### src/rtl/deserializer.sv
// Serial-to-parallel receiver: start bit, WIDTH data bits LSB first, one stop bit,
// sampled mid-bit. Good frames strobe valid with the word; bad stop bits strobe frame_err.
module deserializer #(
    parameter int WIDTH        = 8,
    parameter int CLKS_PER_BIT = 1
) (
    input  logic             clk,
    input  logic             rst,
    input  logic             rxd,
    output logic [WIDTH-1:0] data,
    output logic             valid,
    output logic             frame_err,
    output logic             busy
);
    localparam int HALF = (CLKS_PER_BIT - 1) / 2;
    localparam int CW   = (CLKS_PER_BIT > 1) ? $clog2(CLKS_PER_BIT) : 1;
    localparam int BW   = (WIDTH > 1) ? $clog2(WIDTH) : 1;
    localparam logic [CW-1:0] CELL_LAST = CW'(CLKS_PER_BIT - 1);
    localparam logic [CW-1:0] HALF_LAST = CW'((HALF > 0) ? HALF - 1 : 0);
    localparam logic [BW-1:0] BIT_LAST  = BW'(WIDTH - 1);
    localparam bit            HALF_ZERO = (HALF == 0);

    typedef enum logic [2:0] {S_IDLE, S_START, S_DATA, S_STOP, S_BREAK} state_t;

    state_t           state_q, state_d;
    logic [CW-1:0]    cnt_q, cnt_d;
    logic [BW-1:0]    bit_q, bit_d;
    logic [WIDTH-1:0] shift_q, shift_d, shift_in;
    logic [WIDTH-1:0] data_q, data_d;
    logic             valid_q, valid_d;
    logic             ferr_q, ferr_d;
    logic             busy_q, busy_d;

    // New bits enter at the top so that after WIDTH shifts bit 0 sits at the LSB.
    generate
        if (WIDTH == 1) begin : g_shift_one
            assign shift_in = rxd;
        end else begin : g_shift_many
            assign shift_in = {rxd, shift_q[WIDTH-1:1]};
        end
    endgenerate

    always_ff @(posedge clk) begin
        if (rst) begin
            state_q <= S_IDLE;
            cnt_q   <= '0;
            bit_q   <= '0;
            shift_q <= '0;
            data_q  <= '0;
            valid_q <= 1'b0;
            ferr_q  <= 1'b0;
            busy_q  <= 1'b0;
        end else begin
            state_q <= state_d;
            cnt_q   <= cnt_d;
            bit_q   <= bit_d;
            shift_q <= shift_d;
            data_q  <= data_d;
            valid_q <= valid_d;
            ferr_q  <= ferr_d;
            busy_q  <= busy_d;
        end
    end

    // cnt_q counts cycles since the previous sample point; the next sample is due
    // when it reaches the end of the current interval.
    always_comb begin
        state_d = state_q;
        cnt_d   = cnt_q;
        bit_d   = bit_q;
        shift_d = shift_q;
        data_d  = data_q;
        valid_d = 1'b0;
        ferr_d  = 1'b0;
        case (state_q)
            S_IDLE: begin
                cnt_d = '0;
                bit_d = '0;
                if (!rxd) begin
                    // With HALF=0 the detecting cycle is also the start-bit sample.
                    state_d = HALF_ZERO ? S_DATA : S_START;
                end
            end
            S_START: begin
                if (cnt_q == HALF_LAST) begin
                    cnt_d   = '0;
                    state_d = rxd ? S_IDLE : S_DATA;
                end else begin
                    cnt_d = cnt_q + CW'(1);
                end
            end
            S_DATA: begin
                if (cnt_q == CELL_LAST) begin
                    cnt_d   = '0;
                    shift_d = shift_in;
                    if (bit_q == BIT_LAST) begin
                        bit_d   = '0;
                        state_d = S_STOP;
                    end else begin
                        bit_d = bit_q + BW'(1);
                    end
                end else begin
                    cnt_d = cnt_q + CW'(1);
                end
            end
            S_STOP: begin
                if (cnt_q == CELL_LAST) begin
                    cnt_d = '0;
                    if (rxd) begin
                        data_d  = shift_q;
                        valid_d = 1'b1;
                        state_d = S_IDLE;
                    end else begin
                        ferr_d  = 1'b1;
                        state_d = S_BREAK;
                    end
                end else begin
                    cnt_d = cnt_q + CW'(1);
                end
            end
            S_BREAK: begin
                if (rxd) state_d = S_IDLE;
            end
            default: state_d = S_IDLE;
        endcase
        busy_d = (state_d != S_IDLE);
    end

    assign data      = data_q;
    assign valid     = valid_q;
    assign frame_err = ferr_q;
    assign busy      = busy_q;
endmodule

### config.mk
export PLATFORM = sky130hd
export DESIGN_NAME = deserializer
export DESIGN_NICKNAME = d
export VERILOG_FILES = /design/src/rtl/deserializer.sv
export SDC_FILE = /design/constraint.sdc
export NUM_CORES = 1
export LEC_CHECK = 0
export CORE_ASPECT_RATIO = 0.9
export CORE_MARGIN = 8
export CORE_UTILIZATION = 40
export DETAILED_ROUTE_END_ITERATION = 6
export GPL_ROUTABILITY_DRIVEN = 1
export PLACE_DENSITY = 0.67
export SYNTH_ARGS = -nofsm -noshare
export SYNTH_HDL_FRONTEND = slang
export SYNTH_SLANG_ARGS = --single-unit
export TNS_END_PERCENT = 10
### constraint.sdc
create_clock -name clk -period 1.3 [get_ports clk]
set_input_delay 0.26 -clock clk [delete_from_list [all_inputs] [get_ports clk]]
set_output_delay 0.26 -clock clk [all_outputs]
set_load 0.005 [all_outputs]
==> report_table.html <==
<table>
<tr><th>Metric</th><th>Value</th></tr>
<tr><th colspan="2">Status</th></tr>
<tr><td>Outcome</td><td>finished, final reports clean</td></tr>
<tr><th colspan="2">Min path</th></tr>
<tr><td>Worst min-delay path class</td><td>flip-flop to flip-flop</td></tr>
<tr><td>Cell count of the worst hold path</td><td>2</td></tr>
<tr><td>Hold path startpoint</td><td>data[7]</td></tr>
<tr><td>Destination of the worst hold path</td><td>data[7]</td></tr>
<tr><th colspan="2">Drt</th></tr>
<tr><td>Vias</td><td>just over 700</td></tr>
<tr><td>DR WL met3</td><td>between 100 and 150 µm</td></tr>
<tr><td>Final WL</td><td>about 1900 µm</td></tr>
<tr><td>Detailed Route Iter0 Violations</td><td>54</td></tr>
<tr><td>Detailed-route DRC error count</td><td>0</td></tr>
<tr><td>Average vias per placed instance</td><td>just under 5</td></tr>
<tr><td>First-pass iteration count of the detailed router</td><td>4</td></tr>
<tr><td>Wirelength per Cell</td><td>13.1 µm</td></tr>
<tr><td>ANT nets after route</td><td>0</td></tr>
<tr><td>Met2 routed wirelength</td><td>965 µm</td></tr>
<tr><td>Top layer reached by signal wires</td><td>met4</td></tr>
<tr><td>Length of routed wiring on met1</td><td>836 µm</td></tr>
<tr><th colspan="2">Layout</th></tr>
<tr><td>Fill cell total of the finished layout</td><td>approximately 230</td></tr>
<tr><td>Share of layout cells above drive strength 1</td><td>a little over a fifth</td></tr>
<tr><td>Net count of the finished layout</td><td>roughly 120</td></tr>
<tr><td>Footprint of the multi-input gates</td><td>404 µm²</td></tr>
<tr><td>Seq. cell area</td><td>510 µm²</td></tr>
<tr><td>Post-layout utilization of the core</td><td>50.4%</td></tr>
<tr><td>Area added between synthesis and finish</td><td>24.2%</td></tr>
<tr><td>Post-layout instance count excluding filler cells</td><td>around 150</td></tr>
<tr><td>Final design area excluding fillers</td><td>around 0.0012 mm²</td></tr>
<tr><td>Ant. Diodes</td><td>0</td></tr>
<tr><th colspan="2">Pwr</th></tr>
<tr><td>Leak</td><td>roughly 0.53 nW</td></tr>
<tr><td>Worst VDD drop</td><td>0.000826 V</td></tr>
<tr><td>Power density over cell area</td><td>1020 mW/mm²</td></tr>
<tr><td>Overall power consumption</td><td>1.22 mW</td></tr>
<tr><th colspan="2">Synthesis</th></tr>
<tr><td>Cells after synthesis</td><td>about 100</td></tr>
<tr><td>Cell area after synthesis</td><td>around 960 µm²</td></tr>
<tr><td>Adder-cell area share of the yosys netlist</td><td>under 10%</td></tr>
<tr><td>Share of the synthesized area in compound gates (AO/OA/AOI/OAI)</td><td>a little over a tenth</td></tr>
<tr><td>Proportion of synthesized area in mux cells</td><td>under 10%</td></tr>
<tr><td>Xor and xnor fraction of the mapped netlist area</td><td>0%</td></tr>
<tr><td>Count of unique library cells instantiated by Yosys</td><td>22</td></tr>
<tr><td>Main combinational cell family by area after synthesis</td><td>simple AND/OR/NAND/NOR gates</td></tr>
<tr><td>Synthesized area per cell</td><td>about 9.7 µm²</td></tr>
<tr><td>Number of warning messages in the yosys log</td><td>0</td></tr>
<tr><td>Synthesized-area fraction occupied by and/or/nand/nor cells</td><td>between 20% and 30%</td></tr>
<tr><td>Flip-flop and latch count after synthesis</td><td>25</td></tr>
<tr><td>Portion of the post-synthesis area used by sequential elements</td><td>around 52%</td></tr>
<tr><td>Syn nets</td><td>around 100</td></tr>
<tr><th colspan="2">Die</th></tr>
<tr><td>Area of the core</td><td>0.00236 mm²</td></tr>
<tr><td>Die Ht</td><td>approximately 62 µm</td></tr>
<tr><td>Number of cell rows</td><td>17</td></tr>
<tr><td>Effective utilization at floorplan</td><td>about two fifths</td></tr>
<tr><td>Die Width</td><td>between 60 and 70 µm</td></tr>
<tr><td>I/O pin cnt</td><td>14</td></tr>
<tr><td>Die footprint</td><td>between 0.004 and 0.005 mm²</td></tr>
<tr><th colspan="2">Worst setup path</th></tr>
<tr><td>Data required, critical path</td><td>~1.6 ns</td></tr>
<tr><td>Critical R2R Launch</td><td>state_q[2]</td></tr>
<tr><td>Kind of end point of the critical path</td><td>flip-flop</td></tr>
<tr><td>Setup Crit Path Kind</td><td>primary input to flip-flop</td></tr>
<tr><td>Worst endpoint data arrival time</td><td>between 1 and 1.5 ns</td></tr>
<tr><td>Setup slack, reg-to-reg</td><td>around 0.12 ns</td></tr>
<tr><td>Crit-path max FO</td><td>8</td></tr>
<tr><td>Worst setup SP type</td><td>primary input</td></tr>
<tr><td>Crit Reg-Reg Endpoint</td><td>shift_q[0]</td></tr>
<tr><td>Worst Reg2Reg Path Length in Cells</td><td>4</td></tr>
<tr><th colspan="2">Job</th></tr>
<tr><td>Max-cap violations</td><td>0</td></tr>
<tr><th colspan="2">Placed design</th></tr>
<tr><td>Placement-stage cell area</td><td>approximately 0.0012 mm²</td></tr>
<tr><td>Placed wire-length estimate</td><td>roughly 1300 µm</td></tr>
<tr><td>Number of buffer cells added on primary ports</td><td>13</td></tr>
<tr><td>Last weighted congestion value of the routability-driven placer</td><td>roughly 0.69</td></tr>
<tr><td>Number of placed instances, taps included</td><td>~140</td></tr>
<tr><td>Pre-CTS setup slack</td><td>-0.258 ns</td></tr>
<tr><th colspan="2">STA</th></tr>
<tr><td>Final worst-path setup slack</td><td>0.0965 ns</td></tr>
<tr><td>Final Hold Vio Count</td><td>0</td></tr>
<tr><td>Setup violation total in the final timing report</td><td>0</td></tr>
<tr><td>Clock tree skew after final layout</td><td>around 0.0056 ns</td></tr>
<tr><td>Hold_ws</td><td>0.458 ns</td></tr>
<tr><td>Worst rel slew slack</td><td>~80%</td></tr>
<tr><td>Max Clk Rate</td><td>0.831 GHz</td></tr>
<tr><td>Post-route fraction of the period consumed by the critical path</td><td>92.6%</td></tr>
<tr><td>Slew at the pin with the worst max-slew slack</td><td>roughly 0.30 ns</td></tr>
<tr><td>Max-slew violation count</td><td>0</td></tr>
<tr><td>Unrepaired setup endpoints after global routing</td><td>no</td></tr>
<tr><td>Post-route minimum period</td><td>1.20 ns</td></tr>
<tr><td>Setup_tns</td><td>0 ns</td></tr>
<tr><th colspan="2">Global routing</th></tr>
<tr><td>First-pass GRT wire length</td><td>around 3100 µm</td></tr>
<tr><td>All-layer global routing usage</td><td>9.31%</td></tr>
<tr><td>Total global routing overflow</td><td>0</td></tr>
<tr><td>Antenna violations before repair</td><td>0</td></tr>
<tr><td>Maximum number of pins on one net before global-route repair</td><td>16</td></tr>
<tr><td>Vias in the first global route</td><td>just under 700</td></tr>
<tr><th colspan="2">CTS</th></tr>
<tr><td>Clock-pin slew on the worst setup and hold paths</td><td>approximately 0.14 ns</td></tr>
<tr><td>Number of buffers inserted during clock tree synthesis</td><td>3</td></tr>
<tr><td>H-Tree Depth</td><td>1</td></tr>
<tr><td>Clock root buffer</td><td>sky130_fd_sc_hd__clkbuf_4</td></tr>
<tr><td>Buffers from clock root to sink, at most</td><td>2</td></tr>
<tr><td>Count of clock tree sinks</td><td>25</td></tr>
<tr><td>Clock latency on the worst-skew pair</td><td>0.32 ns</td></tr>
<tr><td>Count of hold-fix buffers inserted at cts</td><td>0</td></tr>
<tr><td>TritonCTS clock tree</td><td>yes</td></tr>
</table>
-- worst max-delay path, cell delays in order --
cell,delay (ns)
sky130_fd_sc_hd__clkdlybuf4s50_1,0.56
sky130_fd_sc_hd__and4b_1,0.41
sky130_fd_sc_hd__nand2_1,0.10
sky130_fd_sc_hd__a21oi_1,0.13
-- cells by family (layout without fill, tap and decap cells) --
group	count (synthesis)	after routing
adder cells (fa/ha/maj)	2	2
AND/OR/NAND/NOR	40	40
AO/OA/AOI/OAI	17	17
multiplexers	8	8
buffers and inverters	7	26
flip-flops	25	25
-- routing by layer --
layer  GRT usage (%)  vias to the layer above
li1                -                      370
met1            10.4                      337
met2            15.3                       14
met3            4.66                        2
met4            2.09                        0
met5               0                        -
-- cell usage in the layout (no fill, tap or decap) --
master,instances
sky130_fd_sc_hd__nand2_1,17
sky130_fd_sc_hd__dfxtp_1,17
sky130_fd_sc_hd__nor2_1,13
sky130_fd_sc_hd__a21oi_1,11
sky130_fd_sc_hd__dlygate4sd2_1,10
sky130_fd_sc_hd__mux2i_1,8
sky130_fd_sc_hd__dfxtp_2,8
sky130_fd_sc_hd__buf_4,7
sky130_fd_sc_hd__o21ai_0,3
sky130_fd_sc_hd__clkbuf_4,3
sky130_fd_sc_hd__nor2b_1,2
sky130_fd_sc_hd__nand3_1,2
sky130_fd_sc_hd__ha_1,2
sky130_fd_sc_hd__clkdlybuf4s50_1,2
sky130_fd_sc_hd__buf_12,2
sky130_fd_sc_hd__nor3b_2,1
sky130_fd_sc_hd__and3b_1,1
sky130_fd_sc_hd__and4b_1,1
sky130_fd_sc_hd__nand4b_2,1
sky130_fd_sc_hd__a22oi_1,1
sky130_fd_sc_hd__or2_2,1
sky130_fd_sc_hd__a2111oi_2,1
sky130_fd_sc_hd__o21bai_1,1
sky130_fd_sc_hd__nand4bb_1,1
sky130_fd_sc_hd__clkinv_2,1
sky130_fd_sc_hd__dlymetal6s2s_1,1
-- layout make-up --
cell class                 count  area share (%)
clock buffer                   3            1.89
multi-input combinational     67            34.0
tap                           28            2.94
sequential                    25            42.9
clock inverter                 1           0.421
timing repair buffer          22            17.9
-- how the worst max path moves through the flow --
stage,slack [ns],from,end,cells past startpoint
2_1_floorplan,0.19,state_q[0],shift_q[7],5
3_3_place_gp,-0.19,rxd,data[0],4
3_5_place_dp,-0.26,rxd,data[1],4
4_1_cts,-0.14,data[5],data[5],1
5_1_grt,0.02,rxd,data[1],4
6_report,0.1,rxd,data[0],4
-- synthesized netlist by cell type, drive strengths merged --
library cell	count	share of area [%]
ha	2	2.6
nor2b	2	1.3
clkbuf	2	0.78
a22oi	1	0.78
o21ai	3	1.6
o21bai	1	0.78
and3b	1	0.91
nor2	13	5.1
nand4b	1	1.6
nand2	17	6.7
nand4bb	1	1.2
nand3	2	1.0
nor3b	1	1.3
or2	1	0.65
a21oi	11	5.7
mux2i	8	8.4
a2111oi	1	1.6
dfxtp	25	52
and4b	1	1.0
buf	5	4.8
-- where the power goes --
part | leakage (nW) | internal, mW | switching (mW)
clock | 0.0177 | 0.115 | 0.230
sequential | 0.207 | 0.776 | 0.00555
combinational | 0.308 | 0.0503 | 0.0418
-- registers in the layout, indices dropped and copies added (netlist names) --
register   count
busy           1
bit_q          3
shift_q        8
data           8
frame_err      1
state_q        3
valid          1
-- timing repair --
item                       4_1_cts  5_1_grt
pin swaps                        0        0
buffers inserted                 0        1
setup endpoints to repair       11        1
gates resized for setup         18        1
(Power assumes the default switching activity.)
==> RTL change (same flow settings) <==
`shift_q` and `data_q` no longer have a reset.
--- a/src/rtl/deserializer.sv
+++ b/src/rtl/deserializer.sv
@@ -45,8 +45,6 @@
             state_q <= S_IDLE;
             cnt_q   <= '0;
             bit_q   <= '0;
-            shift_q <= '0;
-            data_q  <= '0;
             valid_q <= 1'b0;
             ferr_q  <= 1'b0;
             busy_q  <= 1'b0;
@@ -54,12 +52,15 @@
             state_q <= state_d;
             cnt_q   <= cnt_d;
             bit_q   <= bit_d;
-            shift_q <= shift_d;
-            data_q  <= data_d;
             valid_q <= valid_d;
             ferr_q  <= ferr_d;
             busy_q  <= busy_d;
         end
+    end
+
+    always_ff @(posedge clk) begin
+        shift_q <= shift_d;
+        data_q  <= data_d;
     end
 
     // cnt_q counts cycles since the previous sample point; the next sample is due
Function: no difference found for any inputs over 10 cycles, from zero or initial values and one cycle with rst high; that may be too few to reach the edited logic, so the function may still have changed.
==> RTL change against the original RTL <==
Area after synthesis decreased by 8.6%; largest power group unchanged; critical path depth decreased by 1; cell area decreased by 8.8%; routed wire length decreased by 32%; sequential share of layout area increased by 18 points; count of clock-buffer cells in the layout increased by 1; setup slack got worse by 0.012 ns; total power increased by 2.4%; sequential power increased by 13%; non-clock buffer count decreased by 2; register-to-register slack got worse by 0.04 ns; critical path type is now reg -> reg; sequential cell count unchanged.
==> RTL change: results <==
{
  "met1_length_um": 614,
  "synth_xor_area_share_pct": 0,
  "seqPwrFrac_pct": 70.5,
  "total_power_w": 0.00125,
  "slowest_delay_ns": 0.41,
  "clk_latency_ns": 0.30,
  "clock_skew_ns": 0.00225,
  "outcome": "finished clean",
  "globalRouteMet3Util_pct": 3.14,
  "synth_mux_area_share_pct": 0,
  "max-slew-margin-rel_pct": 76.7,
  "dr.pass1.iters": 2,
  "crit_family": "flip-flops",
  "critPathSlowestCell": "dfxtp_2",
  "synth.avg_cell_area_sq_um": 15.6,
  "ys_top_cells_by_area": "edfxtp_1 (55%), dfxtp_1 (21%), ha_1 (2.9%)",
  "grt_first_pass_wirelength_mm": 2.15,
  "syn_nets": 61,
  "routed-wl-met2_um": 556,
  "grt_use_total_pct": 7.02,
  "portBuffers": 13,
  "synthTopCellsByCount": "edfxtp_1 (16), dfxtp_1 (9), a21oi_1 (4), nand3_1 (3), o21ai_0 (3)",
  "antenna-diode-count": 0,
  "vias": 498,
  "root_buffer": "clkbuf_4",
  "synth-main-ff-cell": "edfxtp_1",
  "synth.distinct_cells": 21,
  "peakVddDrop_mv": 0.570,
  "clk_pin_slew_ns": 0.12,
  "hp-class": "reg -> reg",
  "numCtsBuffers": 3,
  "async_flop_share_pct": 0,
  "pre_cts_ws_ns": -0.112,
  "dpl_cell_area_sq_um": 1070,
  "synth_fa_ha_area_share_pct": 2.86,
  "p_sw_w": 0.000236,
  "grt.met1_usage_pct": 8.00,
  "wl_met3_um": 108,
  "ys_seq_area_share_pct": 75.4,
  "final_nets": 83,
  "power_frac_clock_pct": 25.5,
  "finalWeightedCongestion": 0.725,
  "grt_pass1_vias": 483,
  "fillers": 210,
  "power.leakage_nw": 0.430,
  "drt_iter0_markers": 1,
  "use_met2_pct": 10.9,
  "synth-edff-count": 16,
  "cp.arrival_ns": 1.24,
  "fin_cells": 104,
  "wire_per_inst_um": 12.4,
  "grt_max_degree": 14,
  "synth_compound_area_share_pct": 7.14,
  "place_hpwl_um": 969,
  "antenna_found_initial": 0,
  "drive_above_1_share_pct": 15.6
}
RTL change: timing repair:
action,CTS,global route
endpoints found under the hold margin,0,0
endpoints found under the setup margin,11,8
setup buffers,0,0
resized for setup,11,1
RTL change: logic make-up after synthesis:
kind of cell    Yosys count
compound gates           10
fa+ha+maj                 2
flops                    25
simple gates             16
buf+inv                   3
RTL change: cell type report:
type / instances / area (sq um) / area share (%)
clock buffers: 4 / 26.3 / 2.42
multi-input cells: 28 / 194 / 17.9
flip-flops and latches: 25 / 662 / 61.0
repair buffers: 20 / 169 / 15.6
well taps: 27 / 33.8 / 3.11
RTL change: worst paths after layout:
| check | end | depth (start not counted) | startpoint | slack, ns |
|---|---|---|---|---|
| worst max-delay path | data[6] | 3 | state_q[0] | 0.08 |
| worst min-delay path | data[0] | 0 | shift_q[0] | 0.43 |
| worst max register to register | data[6] | 3 | state_q[0] | 0.08 |
| worst min register to register | data[0] | 0 | shift_q[0] | 0.43 |
